`src/rtl/rggen_apb_master.sv`:
```
// APB4 initiator bridge from the rggen local command/response interface.
// Optional ACCESS timeout: define RGGEN_APB_MASTER_TIMEOUT_EN.
module rggen_apb_master #(
  parameter int DATA_WIDTH     = 32,
  parameter int ADDRESS_WIDTH  = 16,
  parameter int TIMEOUT_CYCLES = 256
) (
  input  logic                     clk,
  input  logic                     rst,
  input  logic                     i_command_valid,
  output logic                     o_command_ready,
  input  logic                     i_write,
  input  logic [ADDRESS_WIDTH-1:0] i_address,
  input  logic [DATA_WIDTH-1:0]    i_write_data,
  input  logic [DATA_WIDTH-1:0]    i_write_mask,
  input  logic [2:0]               i_pprot,
  output logic                     o_response_valid,
  output logic [DATA_WIDTH-1:0]    o_read_data,
  output logic [1:0]               o_status,
  output logic                     o_psel,
  output logic                     o_penable,
  output logic                     o_pwrite,
  output logic [ADDRESS_WIDTH-1:0] o_paddr,
  output logic [2:0]               o_pprot,
  output logic [DATA_WIDTH-1:0]    o_pwdata,
  output logic [DATA_WIDTH/8-1:0]  o_pstrb,
  input  logic                     i_pready,
  input  logic                     i_pslverr,
  input  logic [DATA_WIDTH-1:0]    i_prdata
);

  localparam int SW = DATA_WIDTH / 8;

  typedef enum logic [1:0] {
    IDLE,
    SETUP,
    ACCESS
  } state_e;

  state_e                   state_q, state_d;
  logic                     pwrite_q, pwrite_d;
  logic [ADDRESS_WIDTH-1:0] paddr_q, paddr_d;
  logic [DATA_WIDTH-1:0]    pwdata_q, pwdata_d;
  logic [SW-1:0]            pstrb_q, pstrb_d;
  logic [2:0]               pprot_q, pprot_d;
  logic                     rvalid_q, rvalid_d;
  logic [DATA_WIDTH-1:0]    rdata_q, rdata_d;
  logic [1:0]               status_q, status_d;
  logic [SW-1:0]            strb;
  logic                     ready;

`ifdef RGGEN_APB_MASTER_TIMEOUT_EN
  localparam int CW = $clog2(TIMEOUT_CYCLES + 1);
  logic [CW-1:0] cnt_q, cnt_d;
  logic          limit;

  // Abort on the wait cycle that would bring the count to the limit
  assign limit = (cnt_q == CW'(TIMEOUT_CYCLES - 1));

  always_ff @(posedge clk) begin
    if (rst) cnt_q <= '0;
    else     cnt_q <= cnt_d;
  end
`endif

  assign ready = (state_q == IDLE) && !rst;

  always_comb begin
    strb = '0;
    for (int i = 0; i < SW; i++) begin
      strb[i] = i_write && (|i_write_mask[8*i+:8]);
    end
  end

  always_comb begin
    state_d  = state_q;
    pwrite_d = pwrite_q;
    paddr_d  = paddr_q;
    pwdata_d = pwdata_q;
    pstrb_d  = pstrb_q;
    pprot_d  = pprot_q;
    rvalid_d = 1'b0;
    rdata_d  = rdata_q;
    status_d = status_q;
`ifdef RGGEN_APB_MASTER_TIMEOUT_EN
    cnt_d    = cnt_q;
`endif
    unique case (state_q)
      IDLE: begin
        if (i_command_valid && ready) begin
          state_d  = SETUP;
          pwrite_d = i_write;
          paddr_d  = i_address;
          pwdata_d = i_write_data;
          pstrb_d  = strb;
          pprot_d  = i_pprot;
        end
      end
      SETUP: begin
        state_d = ACCESS;
`ifdef RGGEN_APB_MASTER_TIMEOUT_EN
        cnt_d   = '0;
`endif
      end
      ACCESS: begin
        if (i_pready) begin
          state_d  = IDLE;
          rvalid_d = 1'b1;
          rdata_d  = (!pwrite_q && !i_pslverr) ? i_prdata : '0;
          status_d = {1'b0, i_pslverr};
`ifdef RGGEN_APB_MASTER_TIMEOUT_EN
        end else if (limit) begin
          state_d  = IDLE;
          rvalid_d = 1'b1;
          rdata_d  = '0;
          status_d = 2'b11;
        end else begin
          cnt_d = cnt_q + 1'b1;
`endif
        end
      end
      default: state_d = IDLE;
    endcase
  end

  always_ff @(posedge clk) begin
    if (rst) begin
      state_q  <= IDLE;
      pwrite_q <= 1'b0;
      paddr_q  <= '0;
      pwdata_q <= '0;
      pstrb_q  <= '0;
      pprot_q  <= '0;
      rvalid_q <= 1'b0;
      rdata_q  <= '0;
      status_q <= '0;
    end else begin
      state_q  <= state_d;
      pwrite_q <= pwrite_d;
      paddr_q  <= paddr_d;
      pwdata_q <= pwdata_d;
      pstrb_q  <= pstrb_d;
      pprot_q  <= pprot_d;
      rvalid_q <= rvalid_d;
      rdata_q  <= rdata_d;
      status_q <= status_d;
    end
  end

  assign o_command_ready  = ready;
  assign o_psel           = (state_q != IDLE);
  assign o_penable        = (state_q == ACCESS);
  assign o_pwrite         = pwrite_q;
  assign o_paddr          = paddr_q;
  assign o_pwdata         = pwdata_q;
  assign o_pstrb          = pstrb_q;
  assign o_pprot          = pprot_q;
  assign o_response_valid = rvalid_q;
  assign o_read_data      = rdata_q;
  assign o_status         = status_q;

endmodule

```
`config.mk`:
```
export PLATFORM = sky130hd
export DESIGN_NAME = rggen_apb_master
export DESIGN_NICKNAME = d
export VERILOG_FILES = /design/src/rtl/rggen_apb_master.sv
export SDC_FILE = /design/constraint.sdc
export NUM_CORES = 1
export LEC_CHECK = 0
export BUFFER_PORTS_ARGS = -buffer_cell sky130_fd_sc_hd__buf_4
export CAP_MARGIN = 20
export CORE_MARGIN = 1
export CORE_UTILIZATION = 45
export DETAILED_ROUTE_END_ITERATION = 8
export GPL_TIMING_DRIVEN = 0
export PLACE_DENSITY = 0.85
export SYNTH_ARGS = -nofsm -noshare
export SYNTH_HDL_FRONTEND = slang
export SYNTH_SLANG_ARGS = --single-unit
```
`constraint.sdc`:
```
create_clock -name clk -period 2.02 [get_ports clk]
set_input_delay 0.202 -clock clk [delete_from_list [all_inputs] [get_ports clk]]
set_output_delay 0.202 -clock clk [all_outputs]
set_load 0.02 [all_outputs]
```
==> results of run 1 <==
layout by cell type, fill, tap and decap left out:
cell type	Yosys	final
bufinv_16	0	2
clkinv_2	0	1
a31o_2	4	4
nand3b_1	1	1
clkbuf_1	9	9
o21ai_1	2	2
buf_6	1	1
a22o_1	32	32
buf_4	2	214
nor4_1	8	8
nand2b_1	51	51
inv_6	0	2
clkbuf_2	1	1
nor2b_1	1	1
o21ai_0	49	49
dfxtp_1	92	92
clkbuf_8	0	9
nor2_1	6	6
or2_2	1	1
nor4_4	1	1
a21oi_1	1	1
clkinvlp_4	0	2
conb_1	1	1
mux2i_1	3	3
nor3b_1	4	4
buf_2	13	13
nand2_1	55	55
nor4b_4	1	1
Yosys cell counts:
cell type  count  area share
nand2_1       55       0.063
a31o_2         4       0.011
conb_1         1      0.0011
nor3b_1        4      0.0092
buf_4          2      0.0046
o21ai_1        2      0.0031
nor4_1         8       0.015
mux2i_1        3      0.0092
dfxtp_1       92        0.56
o21ai_0       49       0.075
nor4_4         1      0.0065
clkbuf_2       1      0.0015
nor2b_1        1      0.0019
nand2b_1      51       0.097
buf_2         13       0.020
buf_6          1      0.0034
a21oi_1        1      0.0015
clkbuf_1       9       0.010
or2_2          1      0.0019
nor4b_4        1      0.0073
nor2_1         6      0.0069
nand3b_1       1      0.0023
a22o_1        32       0.086
tightest hold or removal path: cells and delay by family:
family	cells	cell delay (ns)
AO/OA/AOI/OAI	1	0.05
buffers and inverters	1	0.07
AND/OR/NAND/NOR	1	0.03
per-layer routing:
metal	vias to the layer above	GRT usage	share of wire
met4	0	0.101	0.018
li1	1603	-	-
met3	10	0.0626	0.061
met1	1507	0.268	0.38
met5	-	0	0
met2	121	0.461	0.54
cell type report:
class | instances | area (sq um)
plain buffers | 26 | 130
clock buffers | 9 | 124
clock inverters | 7 | 97.6
fillers | 543 | 1700
multi-input cells | 221 | 1300
flip-flops and latches | 92 | 1840
well taps | 96 | 120
repair buffers | 212 | 1590
cell families (layout without fill, tap and decap cells):
kind of cell,after synthesis,count (layout),synth area share
other cells,1,1,0.00115
mux,3,3,0.00917
simple gates,129,129,0.212
flops,92,92,0.562
buf+inv,26,254,0.0397
compound gates,88,88,0.176
sequential cells by signal, summed over array words and instances (netlist names):
| register | cells |
|---|---|
| o_status | 1 |
| state_q | 2 |
| o_pwdata | 32 |
| o_paddr | 16 |
| o_pwrite | 1 |
| o_pstrb | 4 |
| o_read_data | 32 |
| o_response_valid | 1 |
| o_pprot | 3 |
worst max-delay path by stage:
| stage | from | endpoint | slack [ns] | cells after the start |
|---|---|---|---|---|
| after CTS | state_q[1] | o_pstrb[2] | 0.47 | 5 |
| final | state_q[1] | o_pstrb[2] | 0.47 | 5 |
| after floorplan | state_q[1] | o_read_data[10] | 0.50 | 4 |
| after global placement | rst | o_pstrb[2] | 0.48 | 6 |
| after detailed placement | state_q[1] | o_pstrb[2] | 0.48 | 5 |
| after global routing | state_q[1] | o_read_data[21] | 0.37 | 4 |
where the power goes:
group | total (W) | internal, W | switching (W)
sequential | 0.00197 | 0.00191 | 0.0000562
combinational | 0.000671 | 0.000349 | 0.000322
clock | 0.00137 | 0.000703 | 0.000667
through the flow:
| step | hold WS, ns | area, sq um | std cells | util | setup slack, ns |
|---|---|---|---|---|---|
| after detailed placement | 0.402 | 4990 | 647 | 0.722 | 0.483 |
| after global placement | 0.396 | 4990 | 647 | 0.722 | 0.483 |
| after global routing | 0.0144 | 5210 | 663 | 0.754 | 0.372 |
| after floorplan | 0.311 | 3270 | 339 | - | 0.499 |
| final | 0.0331 | 5210 | 663 | 0.754 | 0.475 |
| after CTS | 0.0269 | 5210 | 663 | 0.754 | 0.470 |
==> results_dict.tcl, run 1 <==
set metrics [dict create \
    die_area_sq_um 7620 \
    post_cts_resized 0 \
    die_h_um 87.3 \
    insertion_delay_ns 0.36 \
    fin_crit_sh 0.765 \
    drv_slew 0 \
    totalPowerFinal_w 0.00401 \
    synth_seq_cells 92 \
    final_nets 683 \
    syn_nets 460 \
    syn2layout_area_growth_pct 59.0 \
    min_from "i_address[13]" \
    holdPathStages 3 \
    start_util 0.474 \
    crit_fanout 10 \
    drive_above_1_share 0.444 \
    path_class "reg2reg" \
    reg2reg_slack_ns 0.47 \
    cts_setup_buffers 0 \
    final_hold_viol_count 0 \
    drtPass1Iterations 4 \
    grt_pass1_wl_um 14500 \
    required_ns 2.27 \
    worst_hold_path_type "in2reg" \
    rsz0062_at_grt "no" \
    track_usage 0.249 \
    syn_area_sq_um 3270 \
    htree_levels 3 \
    antenna_found_initial 0 \
    drtIter0Drc 73 \
    whs_endpoint "o_paddr[13]" \
    ys_warn_count 0 \
    p_leak_nw 2.40 \
    grt_overflow 0 \
    drv_cap 0 \
    coreArea_sq_um 6910 \
    diodes 0 \
    reg2reg_from "state_q[1]" \
    outcome "completed" \
    avgSynthCellArea_sq_um 9.66 \
    critPathSlowestCell "nor4b_4" \
    drc 0 \
    clock.fmax_ghz 0.647 \
    clockRootBuffer "clkbuf_8" \
    vias_per_cell 4.89 \
    gp_congestion 0.786 \
    die_w_um 87.3 \
    wl_per_cell_um 14.5 \
    fin_crit_ns 1.55 \
    endpoint_kind "flop" \
    clock_sinks 92 \
    ctsHoldBuffers 0 \
    syn_inst 339 \
    routed_wl_um 9640 \
    dp_hpwl_um 7460 \
    critPathLaunchType "flop" \
    rows 30 \
    cts_made_buffers 9 \
    cp_top_family "simple AND/OR/NAND/NOR gates" \
    worstReg2RegEnd "o_pstrb[2]" \
    ys_types 23 \
    cp.buffers_inverters 2 \
    reg2reg_depth 5 \
    ant_nets 0 \
    skew_ns 0.0151 \
    numPortBuffers 212 \
    path_cells "nor4b_4 -> buf_4 -> buf_6 -> nor3b_1 -> a31o_2" \
    synth_seq_area_share 0.562 \
    setup_viol 0 \
    num_vias 3241 \
    clockBufferDepth 2 \
    ir_drop_mv 0.451 \
    pin_count 215 \
    first_global_vias 3156 \
    crit_path_max_incr_delay_ns 0.39 \
    fin_setup_tns_ns 0 \
    cp.arrival_ns 1.79 \
    cts_tree "yes" \
    path_clk_slew_ns 0.10 \
    p_per_area_nw_per_um2 769 \
    grt_max_degree 17 \
]
Note: power is estimated with default switching activity, not from simulation.
==> inputs of run 2 (changes only) <==
--- a/config.mk
+++ b/config.mk
@@ -8,10 +8,10 @@
 export BUFFER_PORTS_ARGS = -buffer_cell sky130_fd_sc_hd__buf_4
 export CAP_MARGIN = 20
 export CORE_MARGIN = 1
-export CORE_UTILIZATION = 45
+export CORE_UTILIZATION = 38
 export DETAILED_ROUTE_END_ITERATION = 8
 export GPL_TIMING_DRIVEN = 0
-export PLACE_DENSITY = 0.85
+export PLACE_DENSITY = 0.76
 export SYNTH_ARGS = -nofsm -noshare
 export SYNTH_HDL_FRONTEND = slang
 export SYNTH_SLANG_ARGS = --single-unit
==> constraint.sdc (replaced) <==
create_clock -name clk -period 1.3 [get_ports clk]
set_input_delay 0.13 -clock clk [delete_from_list [all_inputs] [get_ports clk]]
set_output_delay 0.13 -clock clk [all_outputs]
set_load 0.02 [all_outputs]
==> results_dict.tcl, run 2 (synthesis gave the netlist of run 1 again) <==
set metrics [dict create \
    fin_crit_ns 1.38 \
    rows 33 \
    power_frac_comb 0.210 \
    holdPathStages 2 \
    final_nets 786 \
    seqPwrFrac 0.457 \
    clockBufferDepth 2 \
    drv_cap 0 \
    htree_levels 3 \
    clock_sinks 92 \
    grt_max_degree 17 \
    layout_common_cells "buf_4, dfxtp_1, dlygate4sd3_1" \
    clock_power_share 0.333 \
    grt_overflow 0 \
    power.switching_w 0.00177 \
    fin_crit_sh 1.06 \
    cts_made_buffers 9 \
    die_h_um 94.8 \
    start_util 0.397 \
    num_vias 3803 \
    syn2layout_area_growth_pct 96.8 \
    path_clk_slew_ns 0.09 \
    worstReg2RegEnd "o_pstrb[1]" \
    reg2reg_from "state_q[1]" \
    crit_fanout 5 \
    vias_per_cell 4.91 \
    final_hold_viol_count 0 \
    die_area_sq_um 8990 \
    setup_ws_ns -0.0785 \
    insertion_delay_ns 0.36 \
    first_global_vias 3916 \
    rsz0062_at_grt "yes" \
    drv_slew 0 \
    clock.fmax_ghz 0.725 \
    p_per_area_nw_per_um2 1040 \
    critPathLaunchType "flop" \
    reg2reg_slack_ns -0.08 \
    dp_hpwl_um 7170 \
    clockRootBuffer "clkbuf_8" \
    violations "setup timing" \
    die_w_um 94.8 \
    track_usage 0.261 \
    pin_count 215 \
    drtIter0Drc 104 \
    final_common_cell "buf_4" \
    ant_nets 0 \
    p_leak_nw 2.94 \
    grt_pass1_wl_um 18000 \
    numPortBuffers 212 \
    drive_above_1_share 0.433 \
    p_sw_frac 0.264 \
    ir_drop_mv 0.691 \
    drtPass1Iterations 4 \
    routed_wl_um 12100 \
    required_ns 1.55 \
    holdWs_ns 0.0472 \
    drc 0 \
    gp_congestion 0.765 \
    cts_tree "yes" \
    cp.arrival_ns 1.63 \
    outcome "finished with violations" \
    nFillCells 547 \
    worst_hold_path_type "in2reg" \
    wl_per_cell_um 15.6 \
    totalPowerFinal_w 0.00669 \
    endpoint_kind "flop" \
    setup_viol 52 \
    cp-startpoint "state_q[1]" \
    skew_ns 0.0102 \
    path_class "reg2reg" \
    antenna_found_initial 0 \
    setup.worst_path.end "o_pstrb[1]" \
    intPower_w 0.00492 \
    reg2reg_depth 5 \
    coreArea_sq_um 8260 \
    diodes 0 \
]
-- run 2: cell count changes in the layout (fill, tap and decap cells not counted), sizes merged --
cell,delta
clkbuf,+4
buf,+17
clkinvlp,-1
dlygate4sd3,+83
-- run 2: how the worst min path moves through the flow --
stage,startpoint,endpoint,slack (ns)
floorplan,i_address[0],o_paddr[0],0.24
CTS,i_write,o_pstrb[3],0.03
global placement,i_write_data[18],o_pwdata[18],0.32
detailed placement,i_write_data[12],o_pwdata[12],0.33
finish,i_write,o_pstrb[2],0.05
global route,i_write,o_pstrb[2],0.03
-- run 2: through the flow --
step | instance area, sq um | setup WS, ns | TNS, ns | instances | utilization
6_report | 6440 | -0.0785 | -0.952 | 775 | 0.780
5_1_grt | 6440 | -0.165 | -8.01 | 775 | 0.780
4_1_cts | 6360 | -0.113 | -4.78 | 770 | 0.770
3_5_place_dp | 5010 | -0.276 | -14.79 | 656 | 0.606
3_3_place_gp | 5010 | -0.259 | -12.52 | 656 | 0.606
2_1_floorplan | 3280 | -0.0284 | -0.0568 | 339 | -
-- run 2: cell type report --
type	instances	area (sq um)	area share
Tap cell	105	131	0.0204
Sequential cell	92	1850	0.287
Timing Repair Buffer	315	2630	0.409
Clock buffer	10	138	0.0214
Multi-Input combinational cell	221	1350	0.210
Clock inverter	6	93.8	0.0146
Buffer	26	245	0.0381
-- run 2: timing repair --
| action | CTS | global route |
|---|---|---|
| hold endpoints to repair | 83 | 0 |
| gates resized for setup | 96 | 16 |
| hold buffers | 83 | 0 |
| pin swaps | 25 | 7 |
| setup buffers | 7 | 4 |
| setup endpoints to repair | 89 | 90 |
| gates cloned | 8 | 2 |
-- run 2: power groups by stage --
stage / Clock, W / Combinational (W) / Sequential [W]
global placement: 0 / 0.00103 / 0.00311
global route: 0.00239 / 0.00149 / 0.00308
detailed placement: 0 / 0.00104 / 0.00312
CTS: 0.00225 / 0.00136 / 0.00305
finish: 0.00223 / 0.00141 / 0.00306
floorplan: 0 / 0.000271 / 0.00329
-- run 2: critical path, stage by stage (launching register included) --
cell and delay (ns):
dfxtp_4 0.38, nor4b_4 0.34, buf_6 0.18, buf_8 0.12, nor3b_1 0.04, a31o_2 0.22
-- run 2: per-layer routing --
layer | track usage | wire length [um] | up-vias | share of wire
met1 | 0.269 | 4550 | 1751 | 0.38
met2 | 0.480 | 6270 | 188 | 0.52
met4 | 0.162 | 555 | 0 | 0.046
li1 | - | - | 1817 | -
met5 | 0 | 0 | - | 0
met3 | 0.0539 | 682 | 47 | 0.057
